$ cat src/rtl/controle_acumulador_pkg.sv
// controle_acumulador_pkg
// Shared definitions for the accumulator sequencer:
//   - default widths for address, data word and word count
//   - 3-bit binary state encoding (IDLE = 0)
//   - strobe bundle and the function that maps a state onto the strobes
//     that must be visible while the FSM sits in that state
package controle_acumulador_pkg;

    localparam int ADDR_W_DEF = 8;
    localparam int DATA_W_DEF = 16;
    localparam int CNT_W_DEF  = 9;   // must hold 2**ADDR_W_DEF

    localparam logic [2:0] ST_IDLE = 3'd0;
    localparam logic [2:0] ST_CLR  = 3'd1;
    localparam logic [2:0] ST_READ = 3'd2;
    localparam logic [2:0] ST_WAIT = 3'd3;
    localparam logic [2:0] ST_LOAD = 3'd4;
    localparam logic [2:0] ST_XFER = 3'd5;
    localparam logic [2:0] ST_DONE = 3'd6;

    typedef struct packed {
        logic mem_rd;
        logic load;
        logic clear;
        logic transfer;
        logic busy;
        logic done;
    } strobes_t;

    // Strobe values that belong to a state. The FSM registers these from the
    // next state, so every strobe comes straight out of a flop.
    function automatic strobes_t strobes_for(input logic [2:0] st);
        strobes_t s;
        s      = '0;
        s.busy = (st != ST_IDLE);
        case (st)
            ST_CLR:  s.clear    = 1'b1;
            ST_READ: s.mem_rd   = 1'b1;
            ST_LOAD: s.load     = 1'b1;
            ST_XFER: s.transfer = 1'b1;
            ST_DONE: s.done     = 1'b1;
            default: ;
        endcase
        return s;
    endfunction

endpackage

$ cat src/rtl/controle_acumulador_if.sv
// controle_acumulador_if
// Bundles the sequencer's request, memory and accumulator signals.
//   start, base_addr, count : run request (driven by the host)
//   mem_addr, mem_rd        : synchronous memory read port (driven by sequencer)
//   mem_data                : memory read data, valid one cycle after mem_rd
//   data_out                : word presented to the accumulator data input
//   load, clear, transfer   : accumulator register strobes
//   busy, done              : run status
// master = sequencer side, slave = host/memory/accumulator side.
interface controle_acumulador_if
    import controle_acumulador_pkg::*;
#(
    parameter int ADDR_W = ADDR_W_DEF,
    parameter int DATA_W = DATA_W_DEF,
    parameter int CNT_W  = CNT_W_DEF
);
    logic              start;
    logic [ADDR_W-1:0] base_addr;
    logic [CNT_W-1:0]  count;
    logic [ADDR_W-1:0] mem_addr;
    logic              mem_rd;
    logic [DATA_W-1:0] mem_data;
    logic [DATA_W-1:0] data_out;
    logic              load;
    logic              clear;
    logic              transfer;
    logic              busy;
    logic              done;

    modport master (
        input  start, base_addr, count, mem_data,
        output mem_addr, mem_rd, data_out, load, clear, transfer, busy, done
    );

    modport slave (
        output start, base_addr, count, mem_data,
        input  mem_addr, mem_rd, data_out, load, clear, transfer, busy, done
    );

endinterface

$ cat src/rtl/controle_acumulador_contador_palavras.sv
// contador_palavras
// Word address and remaining-count registers for the sequencer.
//   clk, rst  : clock, synchronous active-high reset
//   load      : capture base_addr/count at the start of a run
//   step      : advance to the next word (addr+1 with wrap, rem-1)
//   base_addr : first address of the run
//   count     : number of words in the run
//   addr      : current word address
//   last      : exactly one word remains
//   zero      : no words remain
module contador_palavras
    import controle_acumulador_pkg::*;
#(
    parameter int ADDR_W = ADDR_W_DEF,
    parameter int CNT_W  = CNT_W_DEF
) (
    input  logic              clk,
    input  logic              rst,
    input  logic              load,
    input  logic              step,
    input  logic [ADDR_W-1:0] base_addr,
    input  logic [CNT_W-1:0]  count,
    output logic [ADDR_W-1:0] addr,
    output logic              last,
    output logic              zero
);

    logic [CNT_W-1:0] rem;

    always_ff @(posedge clk) begin
        if (rst) begin
            addr <= '0;
            rem  <= '0;
        end else if (load) begin
            addr <= base_addr;
            rem  <= count;
        end else if (step) begin
            // Address wraps naturally at 2**ADDR_W, so counts larger than the
            // memory simply re-read from the bottom.
            addr <= addr + 1'b1;
            rem  <= rem - 1'b1;
        end
    end

    assign last = (rem == CNT_W'(1));
    assign zero = (rem == '0);

endmodule

$ cat src/rtl/controle_acumulador.sv
// controle_acumulador
// Sequencer in front of the Acumulador datapath. On an accepted start it
// clears the accumulator, then for each of count words starting at base_addr
// it reads memory, presents the word on data_out, pulses load and then
// transfer, and finally pulses done.
//   clk  : system clock, all state changes on the rising edge
//   rst  : synchronous active-high reset, overrides everything
//   bus  : controle_acumulador_if.master (request, memory port, accumulator
//          strobes, status)
// load, clear and transfer act as register clocks inside the accumulator, so
// every output is a flop loaded from a decode of the next state.
//
// state | meaning
// IDLE  | waiting for start
// CLR   | clear pulse to the accumulator
// READ  | memory read strobe at the current address
// WAIT  | memory data arrives, captured into data_out at end of cycle
// LOAD  | load pulse, accumulator register B takes data_out
// XFER  | transfer pulse, A <= A+B; advance address, decrement remaining
// DONE  | completion pulse
module controle_acumulador
    import controle_acumulador_pkg::*;
#(
    parameter int ADDR_W = ADDR_W_DEF,
    parameter int DATA_W = DATA_W_DEF,
    parameter int CNT_W  = CNT_W_DEF
) (
    input  logic clk,
    input  logic rst,
    controle_acumulador_if.master bus
);

    logic [2:0]        state;
    logic [2:0]        state_nx;
    strobes_t          strb_nx;

    logic              cnt_load;
    logic              cnt_step;
    logic [ADDR_W-1:0] addr;
    logic [ADDR_W-1:0] addr_inc;
    logic              last;
    logic              zero;

    logic [ADDR_W-1:0] mem_addr_q;
    logic [DATA_W-1:0] data_q;
    logic              mem_rd_q;
    logic              load_q;
    logic              clear_q;
    logic              transfer_q;
    logic              busy_q;
    logic              done_q;

    assign cnt_load = (state == ST_IDLE) && bus.start;
    assign cnt_step = (state == ST_XFER);
    assign addr_inc = addr + 1'b1;

    contador_palavras #(
        .ADDR_W (ADDR_W),
        .CNT_W  (CNT_W)
    ) u_contador (
        .clk       (clk),
        .rst       (rst),
        .load      (cnt_load),
        .step      (cnt_step),
        .base_addr (bus.base_addr),
        .count     (bus.count),
        .addr      (addr),
        .last      (last),
        .zero      (zero)
    );

    always_comb begin
        state_nx = state;
        case (state)
            ST_IDLE: if (bus.start) state_nx = ST_CLR;
            ST_CLR:  state_nx = zero ? ST_DONE : ST_READ;
            ST_READ: state_nx = ST_WAIT;
            ST_WAIT: state_nx = ST_LOAD;
            ST_LOAD: state_nx = ST_XFER;
            ST_XFER: state_nx = last ? ST_DONE : ST_READ;
            ST_DONE: state_nx = ST_IDLE;
            default: state_nx = ST_IDLE;
        endcase
    end

    assign strb_nx = strobes_for(state_nx);

    always_ff @(posedge clk) begin
        if (rst) begin
            state      <= ST_IDLE;
            mem_addr_q <= '0;
            data_q     <= '0;
            mem_rd_q   <= 1'b0;
            load_q     <= 1'b0;
            clear_q    <= 1'b0;
            transfer_q <= 1'b0;
            busy_q     <= 1'b0;
            done_q     <= 1'b0;
        end else begin
            state      <= state_nx;
            mem_rd_q   <= strb_nx.mem_rd;
            load_q     <= strb_nx.load;
            clear_q    <= strb_nx.clear;
            transfer_q <= strb_nx.transfer;
            busy_q     <= strb_nx.busy;
            done_q     <= strb_nx.done;
            // Leaving XFER the counter advances on this same edge, so the
            // read address for the next word is taken one ahead.
            if (state_nx == ST_READ) begin
                mem_addr_q <= (state == ST_XFER) ? addr_inc : addr;
            end
            // Memory data is valid during WAIT; data_out keeps it until the
            // next word, and across runs.
            if (state == ST_WAIT) begin
                data_q <= bus.mem_data;
            end
        end
    end

    assign bus.mem_addr = mem_addr_q;
    assign bus.mem_rd   = mem_rd_q;
    assign bus.data_out = data_q;
    assign bus.load     = load_q;
    assign bus.clear    = clear_q;
    assign bus.transfer = transfer_q;
    assign bus.busy     = busy_q;
    assign bus.done     = done_q;

endmodule
$ cat src/flat_wrapper.sv
// flat-port wrapper written by rule: the top's interface ports become plain ports
module controle_acumulador_flat import controle_acumulador_pkg::*;
#(
    parameter int ADDR_W = ADDR_W_DEF,
    parameter int DATA_W = DATA_W_DEF,
    parameter int CNT_W  = CNT_W_DEF
)
  (clk, rst, bus_start, bus_base_addr, bus_count, bus_mem_data, bus_mem_addr, bus_mem_rd, bus_data_out, bus_load, bus_clear, bus_transfer, bus_busy, bus_done);
  controle_acumulador_if #(.ADDR_W(ADDR_W), .DATA_W(DATA_W), .CNT_W(CNT_W)) bus_i ();
  input  logic clk;
  input  logic rst;
  input wire logic [$bits(bus_i.start)-1:0] bus_start;
  input wire logic [$bits(bus_i.base_addr)-1:0] bus_base_addr;
  input wire logic [$bits(bus_i.count)-1:0] bus_count;
  input wire logic [$bits(bus_i.mem_data)-1:0] bus_mem_data;
  output wire logic [$bits(bus_i.mem_addr)-1:0] bus_mem_addr;
  output wire logic [$bits(bus_i.mem_rd)-1:0] bus_mem_rd;
  output wire logic [$bits(bus_i.data_out)-1:0] bus_data_out;
  output wire logic [$bits(bus_i.load)-1:0] bus_load;
  output wire logic [$bits(bus_i.clear)-1:0] bus_clear;
  output wire logic [$bits(bus_i.transfer)-1:0] bus_transfer;
  output wire logic [$bits(bus_i.busy)-1:0] bus_busy;
  output wire logic [$bits(bus_i.done)-1:0] bus_done;
  assign bus_i.start = bus_start;
  assign bus_i.base_addr = bus_base_addr;
  assign bus_i.count = bus_count;
  assign bus_i.mem_data = bus_mem_data;
  assign bus_mem_addr = bus_i.mem_addr;
  assign bus_mem_rd = bus_i.mem_rd;
  assign bus_data_out = bus_i.data_out;
  assign bus_load = bus_i.load;
  assign bus_clear = bus_i.clear;
  assign bus_transfer = bus_i.transfer;
  assign bus_busy = bus_i.busy;
  assign bus_done = bus_i.done;
  controle_acumulador #(.ADDR_W(ADDR_W), .DATA_W(DATA_W), .CNT_W(CNT_W)) u_core (.clk(clk), .rst(rst), .bus(bus_i));
endmodule
$ cat config.mk
export PLATFORM = sky130hd
export DESIGN_NAME = controle_acumulador_flat
export DESIGN_NICKNAME = d
export VERILOG_FILES = /design/src/rtl/controle_acumulador_pkg.sv /design/src/rtl/controle_acumulador_if.sv /design/src/rtl/controle_acumulador_contador_palavras.sv /design/src/rtl/controle_acumulador.sv /design/src/flat_wrapper.sv
export SDC_FILE = /design/constraint.sdc
export NUM_CORES = 1
export LEC_CHECK = 0
export BUFFER_PORTS_ARGS = -buffer_cell sky130_fd_sc_hd__buf_4
export CAP_MARGIN = 10
export CORE_MARGIN = 4
export CORE_UTILIZATION = 40
export DETAILED_ROUTE_END_ITERATION = 10
export PLACE_DENSITY = 0.65
export SLEW_MARGIN = 0
export SYNTH_ARGS = -nofsm -noshare
export SYNTH_HDL_FRONTEND = slang
export SYNTH_SLANG_ARGS = --single-unit
$ cat constraint.sdc
create_clock -name clk -period 2.1 [get_ports clk]
set_clock_uncertainty 0.2 [all_clocks]
set_input_delay 0.42 -clock clk [delete_from_list [all_inputs] [get_ports clk]]
set_output_delay 0.42 -clock clk [all_outputs]
set_load 0.03 [all_outputs]
After elaboration in Yosys (flattened, before gate mapping)
Cells that the tools add are included.

word-level totals
  bits in registers = 50
  input port bits = 36
  output and inout bits = 30
  logic and storage cells = 42

cells by class
  add/sub/neg operators = 2
  equality and inequality tests = 11
  multiplexer cells = 13
  reductions and logical operators = 5

operator list
  kind                                              count
  2-to-1 mux 9 bit                                  2
  one-hot mux 3 bit (6 select lines)                1
  2-to-1 mux 8 bit                                  2
  == test 3 bit, second input constant              5
  == test 3 x 2 -> 1 bit, second input constant     3
  == test 9 x 1 -> 1 bit, second input constant     1
  logical NOT 9 bit                                 1
  2-to-1 mux 3 bit                                  3
  subtractor 9 x 1 -> 9 bit, second input constant  1
  adder 8 x 1 -> 8 bit, second input constant       1
  == test 3 x 1 -> 1 bit, second input constant     2
  2-to-1 mux 1 bit                                  5
  logical NOT 3 bit                                 1
  nonzero test 3 bit                                1
  nonzero test 2 bit                                1
  logical AND 1 bit                                 1

Logic depth before layout (Yosys ltp)
  word-level depth = 5
  gate-level depth with buffers = 7
  depth with buffers taken out = 6

Hierarchy
From an unflattened synthesis, not the netlist that was laid out.

unflattened totals
  cell total of the unflattened synthesis = 267
  area total of the unflattened synthesis = 2,354.8 µm²

by module, submodules not included
  module               instances  cells each  area each (µm²)  seq. area each (µm²)
  controle_acumulador  1          157         1,405.1          660.6
  contador_palavras    1          110         949.7            340.3

Least setup slack after synthesis
OpenSTA, ideal clock, no wires.

  kind = register to register
  start point = reg u_core.u_contador.rem[0]
  end point = reg u_core.mem_addr_q[7], in the netlist u_core.bus.mem_addr[7]
  setup time = 86 ps
  data arrival time = 1,601 ps
  required time = 1,814 ps
  setup slack = 214 ps
  cell stages (with the launch flop) = 8
  path buffers = 1
  clock period less this slack = 1,886 ps
  cell sequence = dfxtp_1 -> inv_1 -> ha_1 -> mux2_2 -> a41oi_4 -> buf_4 -> nor2_1 -> a211oi_1

between the ends
  cells in the longest elaborated chain, start to end = 4
  elaborated cells between the ends (all ways) = 6
  those cells by class = 2 x eq/ne; 3 x mux; 1 x reduce/logical

ends and longest elaborated chain
  element                                                             line                                                                                      source
  from (decl)                                                         controle_acumulador_contador_palavras.sv:28                                               logic [CNT_W-1:0] rem;
  from (signal assigned)                                              controle_acumulador_contador_palavras.sv:36                                               rem <= count;
  from (signal assigned)                                              controle_acumulador_contador_palavras.sv:41                                               rem <= rem - 1'b1;
  == test 9 x 1 -> 1 bit / logical NOT 9 bit (equally long branches)  controle_acumulador_contador_palavras.sv:45, controle_acumulador_contador_palavras.sv:46
  2-to-1 mux 3 bit (on tied branches)                                 controle_acumulador.sv:80, controle_acumulador.sv:76
  one-hot mux 3 bit (6 select lines) (*)                              controle_acumulador.sv:74                                                                 case (state)
  == test 3 x 2 -> 1 bit (*)                                          controle_acumulador.sv:109                                                                if (state_nx == ST_READ) begin
  to (signal assigned)                                                controle_acumulador.sv:110                                                                mem_addr_q <= (state == ST_XFER) ? addr_inc : addr;
  to (decl)                                                           controle_acumulador.sv:44                                                                 logic [ADDR_W-1:0] mem_addr_q;

Every way passes the cells marked *; elsewhere a longest branch is shown, timed or not.
A chain may end at the register's enable or synchronous reset.

Worst setup path after layout
  start point = reg u_core.u_contador.rem[0]
  end point = reg u_core.mem_addr_q[6], in the netlist u_core.bus.mem_addr[6]

The elaborated chain is that of the path after synthesis.

==> flow_metrics.py <==
metrics = {
    "timing": {
        "hold_viol": 0,
        "max_slew_margin_pct": 61.4,
        "whs_ps": 156,
        "grt_setup_unrepaired": "no",
        "max_freq_mhz": 516,
        "drv_slew": 0,
        "tns_ps": 0,
        "worst_slew_pin_slew_ps": 578,
        "fin_crit_ps": 1940,
        "finalSetupViolCount": 0,
        "layout_setup_ws_ps": 164,
        "min_period_over_period_pct": 92.2,
    },
    "finish": {
        "multi_input_area_um2": 1010,
        "diodes": 0,
        "nets": 345,
        "fillers": 474,
        "synthToLayoutAreaGrowth_pct": 32.5,
        "drive_gt1_share_pct": 29.1,
        "regArea_um2": 1000,
        "layout.cells.non_filler": 376,
    },
    "yosys": {
        "synth.top_cells.by_area": "dfxtp_1 47%, a211oi_1 7.1%, nand2_1 6.6%",
        "synth_warnings": 0,
        "netlist_area_um2": 2110,
        "synth_seq_cells": 50,
        "yosys.cell_count.top_type": "dfxtp_1",
        "synth_ff_type": "dfxtp_1",
        "avgSynthCellArea_um2": 8.78,
        "synthArstFlopShare_pct": 0,
        "ys_seq_area_share_pct": 47.5,
        "ys_types": 37,
        "synth_top_area_share_pct": 47.5,
        "synth_edf_count": 0,
        "netlist_instances": 240,
        "synth.largest_area_cell": "dfxtp_1",
        "synth_common_cells": "50 x dfxtp_1, 37 x nand2_1, 30 x nor2_1",
        "syn_nets": 280,
    },
    "placement": {
        "pre_cts_ws_ps": 152,
        "place.port_buffers": 65,
        "gp_congestion": 0.760,
        "dp_hpwl_um": 3310,
        "dp_cells": 368,
    },
    "worst_setup_path": {
        "r2r_cells": 7,
        "cp-endpoint": "u_core.bus.mem_addr[6]$_SDFFE_PP0N_",
        "r2r_end": "u_core.bus.mem_addr[6]$_SDFFE_PP0N_",
        "r2r_slack_ps": 160,
        "criticalPathCategory": "reg -> reg",
        "critical_path_arrival_ps": 1950,
        "cp-end-kind": "flop",
        "start_kind": "flop",
        "r2r-start": "u_core.u_contador.rem[0]$_SDFFE_PP0P_",
        "cp.required_ps": 2110,
        "crit_path_start": "u_core.u_contador.rem[0]$_SDFFE_PP0P_",
        "critPathMaxFanout": 17,
    },
    "route": {
        "vias_per_cell": 4.87,
        "vias": 1830,
        "drc": 0,
        "firstDrtPassIters": 4,
        "drt-wirelength-per-cell_um": 12.4,
        "ant_nets": 0,
        "wl_um": 4660,
        "dr.first_iter.drc_count": 79,
    },
    "floorplanning": {
        "fp.dieArea_um2": 6500,
        "io_pins": 66,
        "row_count": 26,
        "core-area_um2": 5110,
        "die-width_um": 80.6,
        "die_height_um": 80.6,
        "initial_core_util_pct": 41.3,
    },
    "pwr": {
        "peakVddDrop_uv": 308,
        "pwr_density_cell_nw_per_um2": 817,
        "p_leak_nw": 1.13,
    },
    "outcome": {
        "outcome": "finished clean",
    },
    "grt": {
        "use_met2_pct": 23.4,
        "grt_usage_pct": 14.6,
        "grt_pass1_wl_um": 7510,
        "grtUsageMet1_pct": 19.1,
        "grt_pass1_vias": 1674,
        "antenna_found_initial": 0,
        "busiest_layer": "met2",
        "met3_usage_pct": 3.48,
        "grt_overflow": 0,
        "grt_max_degree": 51,
    },
    "cts": {
        "clkSinkCount": 50,
        "root_buffer": "clkbuf_8",
        "cts.path.max_buffers": 2,
        "cts_buffers": 5,
        "h-tree-depth": 2,
        "cts_tree": "done",
        "cts.clk_slew.worst_paths_ps": 90,
        "clk_latency_ps": 300,
    },
    "flow_run": {
        "drv_cap": 0,
    },
    "hold_path": {
        "hp-class": "in -> reg",
    },
}
[cell usage in the layout (no fill, tap or decap), types with 2 or more instances in the layout]
cell type | synthesis | final
nor2_1 | 30 | 30
inv_1 | 6 | 6
nand3_1 | 5 | 5
nor3_2 | 2 | 2
buf_4 | 2 | 73
nand4_1 | 4 | 4
xnor2_1 | 8 | 8
mux2i_1 | 2 | 2
dfxtp_1 | 50 | 50
or3_1 | 2 | 2
a211oi_1 | 20 | 20
ha_1 | 4 | 4
xor2_1 | 3 | 3
nand2_1 | 37 | 37
clkbuf_8 | 0 | 5
nor3_1 | 8 | 8
a221oi_1 | 2 | 2
a21oi_1 | 24 | 24
[power by group]
group / switching (mW) / internal, mW / total [mW]
Sequential: 0.0675 / 1.03 / 1.10
Combinational: 0.286 / 0.232 / 0.518
Clock: 0.309 / 0.355 / 0.665
[critical path: stages, from the launching register on]
cell and delay, ps:
dfxtp_1 410, inv_1 80, ha_1 190, mux2_2 290
a41oi_4 220, buf_6 190, nor2_1 50, a211oi_1 200
[state kept, by name, indices dropped and copies added, names as in the netlist, 3 cells and up]
| signal | cells |
|---|---|
| u_core.state | 3 |
| u_core.bus.data_out | 16 |
| u_core.u_contador.addr | 8 |
| u_core.u_contador.rem | 9 |
| u_core.bus.mem_addr | 8 |
[cells by family (layout without fill, tap and decap cells)]
logic type                 Yosys count  after routing  synth area share (%)
DFF                                 50             50                  47.5
and+or+nand+nor                     98             98                  22.6
xor gates and xnor gates            11             11                  4.57
adders and majority gates            4              4                  2.37
muxes                                3              3                  1.48
AOI/OAI and AO/OA                   52             52                  17.0
buffers and inverters               22             88                  4.45
[metal layers]
metal	share of wire [%]	routed length (µm)
met2	47	2200
met1	47	2170
met4	1.6	74
met5	0	0
met3	4.6	213
[layout make-up]
cell class	instances	area share, %
Sequential cell	50	35.8
Multi-Input combinational cell	168	36.3
Inverter	6	0.806
Timing Repair Buffer	74	20.0
Clock inverter	2	1.34
Tap cell	70	3.13
Clock buffer	6	2.60
[worst min-delay path by stage]
stage                                          start  cells after the start                                    end
2_1_floorplan  u_core.u_contador.rem[1]$_SDFFE_PP0P_                      2  u_core.u_contador.rem[1]$_SDFFE_PP0P_
3_3_place_gp     u_core.bus.data_out[8]$_SDFFE_PP0N_                      2    u_core.bus.data_out[8]$_SDFFE_PP0N_
3_5_place_dp     u_core.bus.data_out[4]$_SDFFE_PP0N_                      2    u_core.bus.data_out[4]$_SDFFE_PP0N_
4_1_cts                             bus_mem_data[14]                      3   u_core.bus.data_out[14]$_SDFFE_PP0N_
5_1_grt                             bus_mem_data[13]                      3   u_core.bus.data_out[13]$_SDFFE_PP0N_
6_report                             bus_mem_data[5]                      3    u_core.bus.data_out[5]$_SDFFE_PP0N_
[per-stage QoR]
stage | area (µm²) | utilization, % | power [mW]
4_1_cts | 2790 | 54.6 | 2.31
3_5_place_dp | 2680 | 52.5 | 1.64
5_1_grt | 2790 | 54.7 | 2.41
6_report | 2790 | 54.7 | 2.28
2_1_floorplan | 2110 | - | 1.45
3_3_place_gp | 2680 | 52.5 | 1.63
[repair_timing]
action,in CTS,in global routing
endpoints found under the setup margin,0,1
hold buffers,0,0
gates resized for setup,0,1
buffers inserted,0,0
endpoints found under the hold margin,0,0
Power figures use the tool's default switching activity.
